===== config.mk =====
export PLATFORM = sky130hd
export DESIGN_NAME = mux2to1_rr_arbiter
export DESIGN_NICKNAME = d
export VERILOG_FILES = /design/src/rtl/mux2to1_rr_arbiter.sv
export SDC_FILE = /design/constraint.sdc
export NUM_CORES = 1
export LEC_CHECK = 0
export ABC_AREA = 1
export BUFFER_PORTS_ARGS = -buffer_cell sky130_fd_sc_hd__buf_4
export CELL_PAD_IN_SITES_DETAIL_PLACEMENT = 1
export CELL_PAD_IN_SITES_GLOBAL_PLACEMENT = 2
export CORE_MARGIN = 4
export CORE_UTILIZATION = 20
export DETAILED_ROUTE_END_ITERATION = 8
export PLACE_DENSITY = 0.87
export SYNTH_ARGS = -nofsm -noshare
export SYNTH_HDL_FRONTEND = slang
export SYNTH_SLANG_ARGS = --single-unit

===== constraint.sdc =====
create_clock -name clk -period 1.3 [get_ports clk]
set_input_delay 0.195 -clock clk [delete_from_list [all_inputs] [get_ports clk]]
set_output_delay 0.195 -clock clk [all_outputs]
set_load 0.03 [all_outputs]

===== src/rtl/mux2to1_rr_arbiter.sv =====
// mux2to1_rr_arbiter
//   Upstream select/feed stage for the 2:1 mux datapath. Two valid/ready input
//   streams are arbitrated round-robin, optionally holding a grant for a
//   fixed-length burst. The winning beat is registered together with the select
//   value that chose it, so downstream sees a consistent {s, y} pair.
//   One-deep output buffer, one-cycle latency.
//
// Parameters
//   WIDTH  data width of i0_data, i1_data, y
//   BURST  beats granted to one input before priority rotates (1..255)
//
// Ports
//   clk       in   single clock, rising edge
//   rst       in   synchronous active-high reset
//   i0_valid  in   input 0 beat available
//   i0_data   in   input 0 beat
//   i0_ready  out  input 0 beat accepted this cycle (combinational)
//   i1_valid  in   input 1 beat available
//   i1_data   in   input 1 beat
//   i1_ready  out  input 1 beat accepted this cycle (combinational)
//   y_valid   out  output register holds a beat
//   y_ready   in   downstream accepts y this cycle
//   y         out  registered output beat
//   s         out  source of the beat in y: 0 = i0, 1 = i1

module mux2to1_rr_arbiter #(
  parameter int unsigned WIDTH = 8,
  parameter int unsigned BURST = 1
) (
  input  logic             clk,
  input  logic             rst,
  input  logic             i0_valid,
  input  logic [WIDTH-1:0] i0_data,
  output logic             i0_ready,
  input  logic             i1_valid,
  input  logic [WIDTH-1:0] i1_data,
  output logic             i1_ready,
  output logic             y_valid,
  input  logic             y_ready,
  output logic [WIDTH-1:0] y,
  output logic             s
);

  localparam int unsigned CW = 8;
  localparam logic [CW-1:0] BURST_LAST = CW'(BURST);
  localparam bit SINGLE = (BURST == 1);

  typedef enum logic [1:0] {
    IDLE  = 2'd0,
    LOCK0 = 2'd1,
    LOCK1 = 2'd2
  } state_t;

  state_t        state, state_nxt;
  logic          pri, pri_nxt;
  logic [CW-1:0] cnt, cnt_nxt, cnt_inc;
  logic          load;
  logic          gnt_valid;
  logic          gnt;
  logic          xfer;

  // Output register can take a new beat when empty or being drained.
  assign load = !y_valid || y_ready;

  // Grant selection; a locked burst only ever considers its owner.
  always_comb begin
    gnt_valid = 1'b0;
    gnt       = 1'b0;
    case (state)
      IDLE: begin
        if (i0_valid && i1_valid) begin
          gnt_valid = 1'b1;
          gnt       = pri;
        end else if (i0_valid) begin
          gnt_valid = 1'b1;
          gnt       = 1'b0;
        end else if (i1_valid) begin
          gnt_valid = 1'b1;
          gnt       = 1'b1;
        end
      end
      LOCK0: begin
        gnt_valid = i0_valid;
        gnt       = 1'b0;
      end
      LOCK1: begin
        gnt_valid = i1_valid;
        gnt       = 1'b1;
      end
      default: begin
        gnt_valid = 1'b0;
        gnt       = 1'b0;
      end
    endcase
  end

  assign i0_ready = !rst && load && gnt_valid && !gnt;
  assign i1_ready = !rst && load && gnt_valid && gnt;
  assign xfer     = i0_ready || i1_ready;
  assign cnt_inc  = cnt + CW'(1);

  // Burst FSM: nothing moves while the output is stalled.
  always_comb begin
    state_nxt = state;
    pri_nxt   = pri;
    cnt_nxt   = cnt;
    if (load) begin
      case (state)
        IDLE: begin
          if (xfer) begin
            if (SINGLE) begin
              pri_nxt = ~gnt;
            end else begin
              state_nxt = gnt ? LOCK1 : LOCK0;
              cnt_nxt   = CW'(1);
            end
          end
        end
        LOCK0, LOCK1: begin
          // Without a transfer the owner went idle: release early.
          if (xfer && (cnt_inc != BURST_LAST)) begin
            cnt_nxt = cnt_inc;
          end else begin
            state_nxt = IDLE;
            cnt_nxt   = '0;
            pri_nxt   = (state == LOCK0);
          end
        end
        default: begin
          state_nxt = IDLE;
          cnt_nxt   = '0;
        end
      endcase
    end
  end

  // Control state.
  always_ff @(posedge clk) begin
    if (rst) begin
      state <= IDLE;
      pri   <= 1'b0;
      cnt   <= '0;
    end else begin
      state <= state_nxt;
      pri   <= pri_nxt;
      cnt   <= cnt_nxt;
    end
  end

  // Output buffer; y and s keep their value when drained without refill.
  always_ff @(posedge clk) begin
    if (rst) begin
      y       <= '0;
      s       <= 1'b0;
      y_valid <= 1'b0;
    end else if (xfer) begin
      y       <= i1_ready ? i1_data : i0_data;
      s       <= i1_ready;
      y_valid <= 1'b1;
    end else if (y_ready) begin
      y_valid <= 1'b0;
    end
  end

endmodule


After elaboration in Yosys (flattened, before gate mapping). Cells that the tools add are included.

Logic and storage cells: 49. Input bits: 21. Bits in registers: 21. Output and inout port bits: 12.

Eq/ne operators: 5. Reduce and logical (&&, ||, !) cells: 18. Muxes and demuxes: 17. Bitwise operators: 2. $add $sub $neg: 1.

Operators with widths (number): 8-bit two-way mux (2); 8-bit one-hot mux with 2 select lines (1); 1-bit two-way mux (9); 8-bit by 1-bit adder with 8-bit output, second input constant (1); 8-bit by 1-bit != test with 1-bit output, second input constant (1); 1-bit logical AND (6); 2-bit != test, second input constant (2); 1-bit one-hot mux with 2 select lines (2); 2-bit one-hot mux with 2 select lines (1); 4-bit AND reduction (1); 2-bit nonzero test (2); 1-bit logical NOT (3); 1-bit one-hot mux with 3 select lines (1); 3-bit AND reduction (1); 2-bit by 1-bit equality test with 1-bit output, second input constant (1); 2-bit equality test, second input constant (1); 2-bit logical NOT (1); 1-bit logical OR (2); 2-bit two-way mux (1); 1-bit inverter (2); 2-bit AND reduction (1); 2-bit OR reduction (1).

Longest topological paths before layout.
Depth in word-level cells: 10. Gate-level depth with buffers: 8. Gate-level depth less buffers: 8.

Worst setup path before layout. Ideal clock, no wire load.

Path kind: reg2reg. Start point: register y_valid. End point: register s. Setup time: 0.141 ns. Path buffers: 1. Arrival: 1.371 ns. Cell stages (with the launch flop): 6. Setup slack: -0.212 ns. Period minus slack after synthesis: 1.512 ns. Required time: 1.159 ns. Cells stage by stage: dfxtp_1 > nand2_2 > nand3_2 > buf_6 > nor2_1 > nor2_1.

Longest elaborated chain between the ends: 6. Elaborated cells between the ends (all ways): 7. Those cells by class: reduce/logical (7).

RTL lines: start: declaration (line 38) `output logic y_valid,`; start signal: assignment (line 155) `y_valid <= 1'b0;`; start signal: assignment (line 159) `y_valid <= 1'b1;`; start signal: assignment (line 161) `y_valid <= 1'b0;`; 1-bit logical NOT (line 63) `assign load = !y_valid || y_ready;`; 1-bit logical OR (line 63); 1-bit logical AND (3 in series) (line 97) `assign i0_ready = !rst && load && gnt_valid && !gnt;`; named net i0_ready (line 34) `output logic i0_ready,`; 1-bit logical OR (line 99) `assign xfer = i0_ready || i1_ready;`; end signal: assignment (line 158) `s <= i1_ready;`; end: declaration (line 41) `output logic s`.

The timed path passes the listed nets, and every way through them passes these cells. A chain may end at the register's enable or synchronous reset.

Worst setup path after layout.
Start point: register pri. End point: output port i1_ready.

Longest elaborated chain between the ends: 3.

RTL lines: start: declaration (line 55) `logic pri, pri_nxt;`; start signal: assignment (line 145) `pri <= pri_nxt;`; 1-bit two-way mux (line 71) `if (i0_valid && i1_valid) begin`; 1-bit one-hot mux with 2 select lines (line 69) `case (state)`; 1-bit logical AND (line 98) `assign i1_ready = !rst && load && gnt_valid && gnt;`; end: declaration (line 37) `output logic i1_ready,`.

Every way passes these cells.

==> results.cfg <==
[status]
outcome = complete, but fails checks
violations = setup timing

[worst_setup_path]
critPathKind = flip-flop to primary output
critPathSlowestCell = dfxtp_2
slowest_delay_ns = 0.32
crit_buf_inv = 3
cp-startpoint = pri
cp-end-kind = primary output
critPathTopFamily = flip-flops
timing.critical_path.mode_cell = buf_6
critPathMaxFanout = 4
cp_cell_sequence = inv_2, nand2_2, nand2_4, buf_6, nor2_4, buf_6
r2r_start = pri
critPathArrivalTime_ns = 1.13
worstPathRequired_ns = 1.11
critPathLaunchType = flip-flop

[worst_hold_path]
hold_start = rst
worstHoldPathType = primary input to flip-flop

[floorplan]
start_util_pct = 21.74
die_w_um = 61.06
die_h_um = 61.06
core_mm2 = 0.002590
dieArea_mm2 = 0.003728
rows = 18
pin_count = 33

[place]
dp_hpwl_um = 1567
gp_congestion = 0.7757
io_buffer_count = 32
placed_cells = 148
place_ws_ns = 0.08747

[detailed_routing]
drcViolationCount = 0
drt-initial-drc-count = 7
wl_met3_um = 118
drt-pass1-iter-count = 7
wl_um = 2020
via_per_inst = 4.440
wl_met2_um = 1017
drt-met1-wl_um = 857
postRouteAntennaNets = 0
top_layer_used = met4
wire_per_inst_um = 12.70
dr_total_vias = 706

[sta]
max-slew-margin-rel_pct = 72.73
rsz0062_at_grt = true
final.period_utilization_pct = 101.9
layout_min_cycle_time_ns = 1.325
finalSetupViolCount = 1
hold_viol = 0
max_freq_mhz = 754.5
maxSlewViolCount = 0
finalClockSkew_ns = 0.0007061
tightestPinTransition_ns = 0.4076
fin_ws_ns = -0.02530

[grt]
antenna_found_initial = 0
grt_pass1_wl_um = 3456
overflow = 0
grtUsageTotal_pct = 12.45
grt_start_max_net_pins = 9
grt_pass1_vias = 744

[power]
p_total_uw = 926.1
peakVddDrop_mv = 0.6108
powerDensity_mw_per_mm2 = 924.0
p_leak_nw = 0.5311

[cts]
cts_buffers = 3
cts_buffer_depth = 2
cts.sinks = 11
clk_latency_ns = 0.27
h-tree-depth = 1
clk_pin_slew_ns = 0.07
tritoncts = yes
cts_root_buf = clkbuf_4

[logic_synthesis]
synthesis.instances = 82
ys_warn_count = 0
yosysTopAreaCellShare_pct = 39.11
synth-seq-cells = 11
postSynthAreaPerCell_um2 = 6.866
synth_area_um2 = 563.0
synth_area_leader_cell = dfxtp_1
ys_seq_area_share_pct = 39.11
synth.area.top_cells = dfxtp_1 39%, nand2_1 13%, nand3_1 11%, inv_1 8.7%, nand4_1 6.7%
synth.distinct_cells = 18
synth_nets = 103

[cells_and_area]
layout.nets = 151
area_growth_pct = 78.00
drive_above_1_share_pct = 49.61
antenna_cells = 0
stdcell_count = 159

[job]
drv_cap = 0
report_power, final:
group	internal [mW]	total (mW)	switching (mW)
Clock	0.119	0.238	0.119
Sequential	0.362	0.374	0.0119
Combinational	0.146	0.314	0.168
Total	0.627	0.926	0.299
registers in the layout, summed over array words and instances, names as in the netlist:
| register | cells |
|---|---|
| s | 1 |
| pri | 1 |
| y | 8 |
| y_valid | 1 |
layer usage:
metal | vias to the layer above | track usage, %
met3 | 2 | 3.564
met2 | 19 | 20.69
li1 | 359 | -
met1 | 326 | 15.57
met5 | - | 0
met4 | 0 | 3.715
final cells by class:
class,instances,area [um^2]
fill,326,1588
timing repair buffer,45,349.1
multi-input combinational,55,311.5
sequential,11,222.7
inverter,14,55.05
tap,30,37.54
clock buffer,4,26.28
cell usage after synthesis:
cell / instances
a211oi_1: 1
buf_4: 1
or2_2: 1
nor2_1: 4
dfxtp_1: 11
inv_1: 13
nor2_4: 1
or2_0: 1
o21ai_0: 1
inv_2: 1
buf_6: 1
nand3_2: 1
nand2_1: 20
a21oi_1: 5
nand3_1: 12
nor2_2: 1
nand4_1: 6
nand2_2: 1
placed cells by master, fill, tap and decap left out:
cell type and instances:
a21oi_1 5, nand2_1 17, nand2_4 1, or2_0 1
or2_2 1, inv_1 11, nand2_2 3, buf_4 42
inv_2 2, nor2_4 3, nand4_1 6, nand3_1 11
nand3_2 1, a211oi_1 1, nand3_4 1, dfxtp_2 2
buf_6 3, o21ai_0 1, nor2_2 1, inv_4 1
clkbuf_1 1, dfxtp_1 9, clkbuf_4 3, nor2_1 2
stage by stage:
step | setup TNS [ns] | hold WS [ns] | area [um^2] | utilization [%]
6_report | -0.02530 | 0.1291 | 1002 | 38.70
4_1_cts | -0.07415 | 0.1253 | 992.2 | 38.31
3_3_place_gp | 0 | 0.4144 | 877.1 | 33.86
5_1_grt | -0.1764 | 0.1206 | 1002 | 38.70
3_5_place_dp | 0 | 0.4207 | 877.1 | 33.86
2_1_floorplan | 0 | 0.2641 | 573.1 | -
timing repair:
| action | 4_1_cts | 5_1_grt |
|---|---|---|
| endpoints found under the setup margin | 2 | 11 |
| hold buffers | 0 | 0 |
| buffers inserted | 8 | 0 |
| gates cloned | 0 | 0 |
| resized for setup | 8 | 7 |
| hold endpoints to repair | 0 | 0 |
| pin swaps | 6 | 4 |
final timing paths:
check,cells past startpoint,to,slack [ns]
setup reg to reg,8,y[5],0.01
setup / recovery,6,i1_ready,-0.03
hold reg to reg,2,y[1],0.47
hold / removal,2,y_valid,0.13
cells by family (layout without fill, tap and decap cells):
family	after synthesis	count (layout)	synth area share [%]
and+or+nand+nor	48	48	41.56
buffers and inverters	16	63	12.67
DFF	11	11	39.11
AOI/OAI and AO/OA	7	7	6.666
Power figures use the tool's default switching activity.
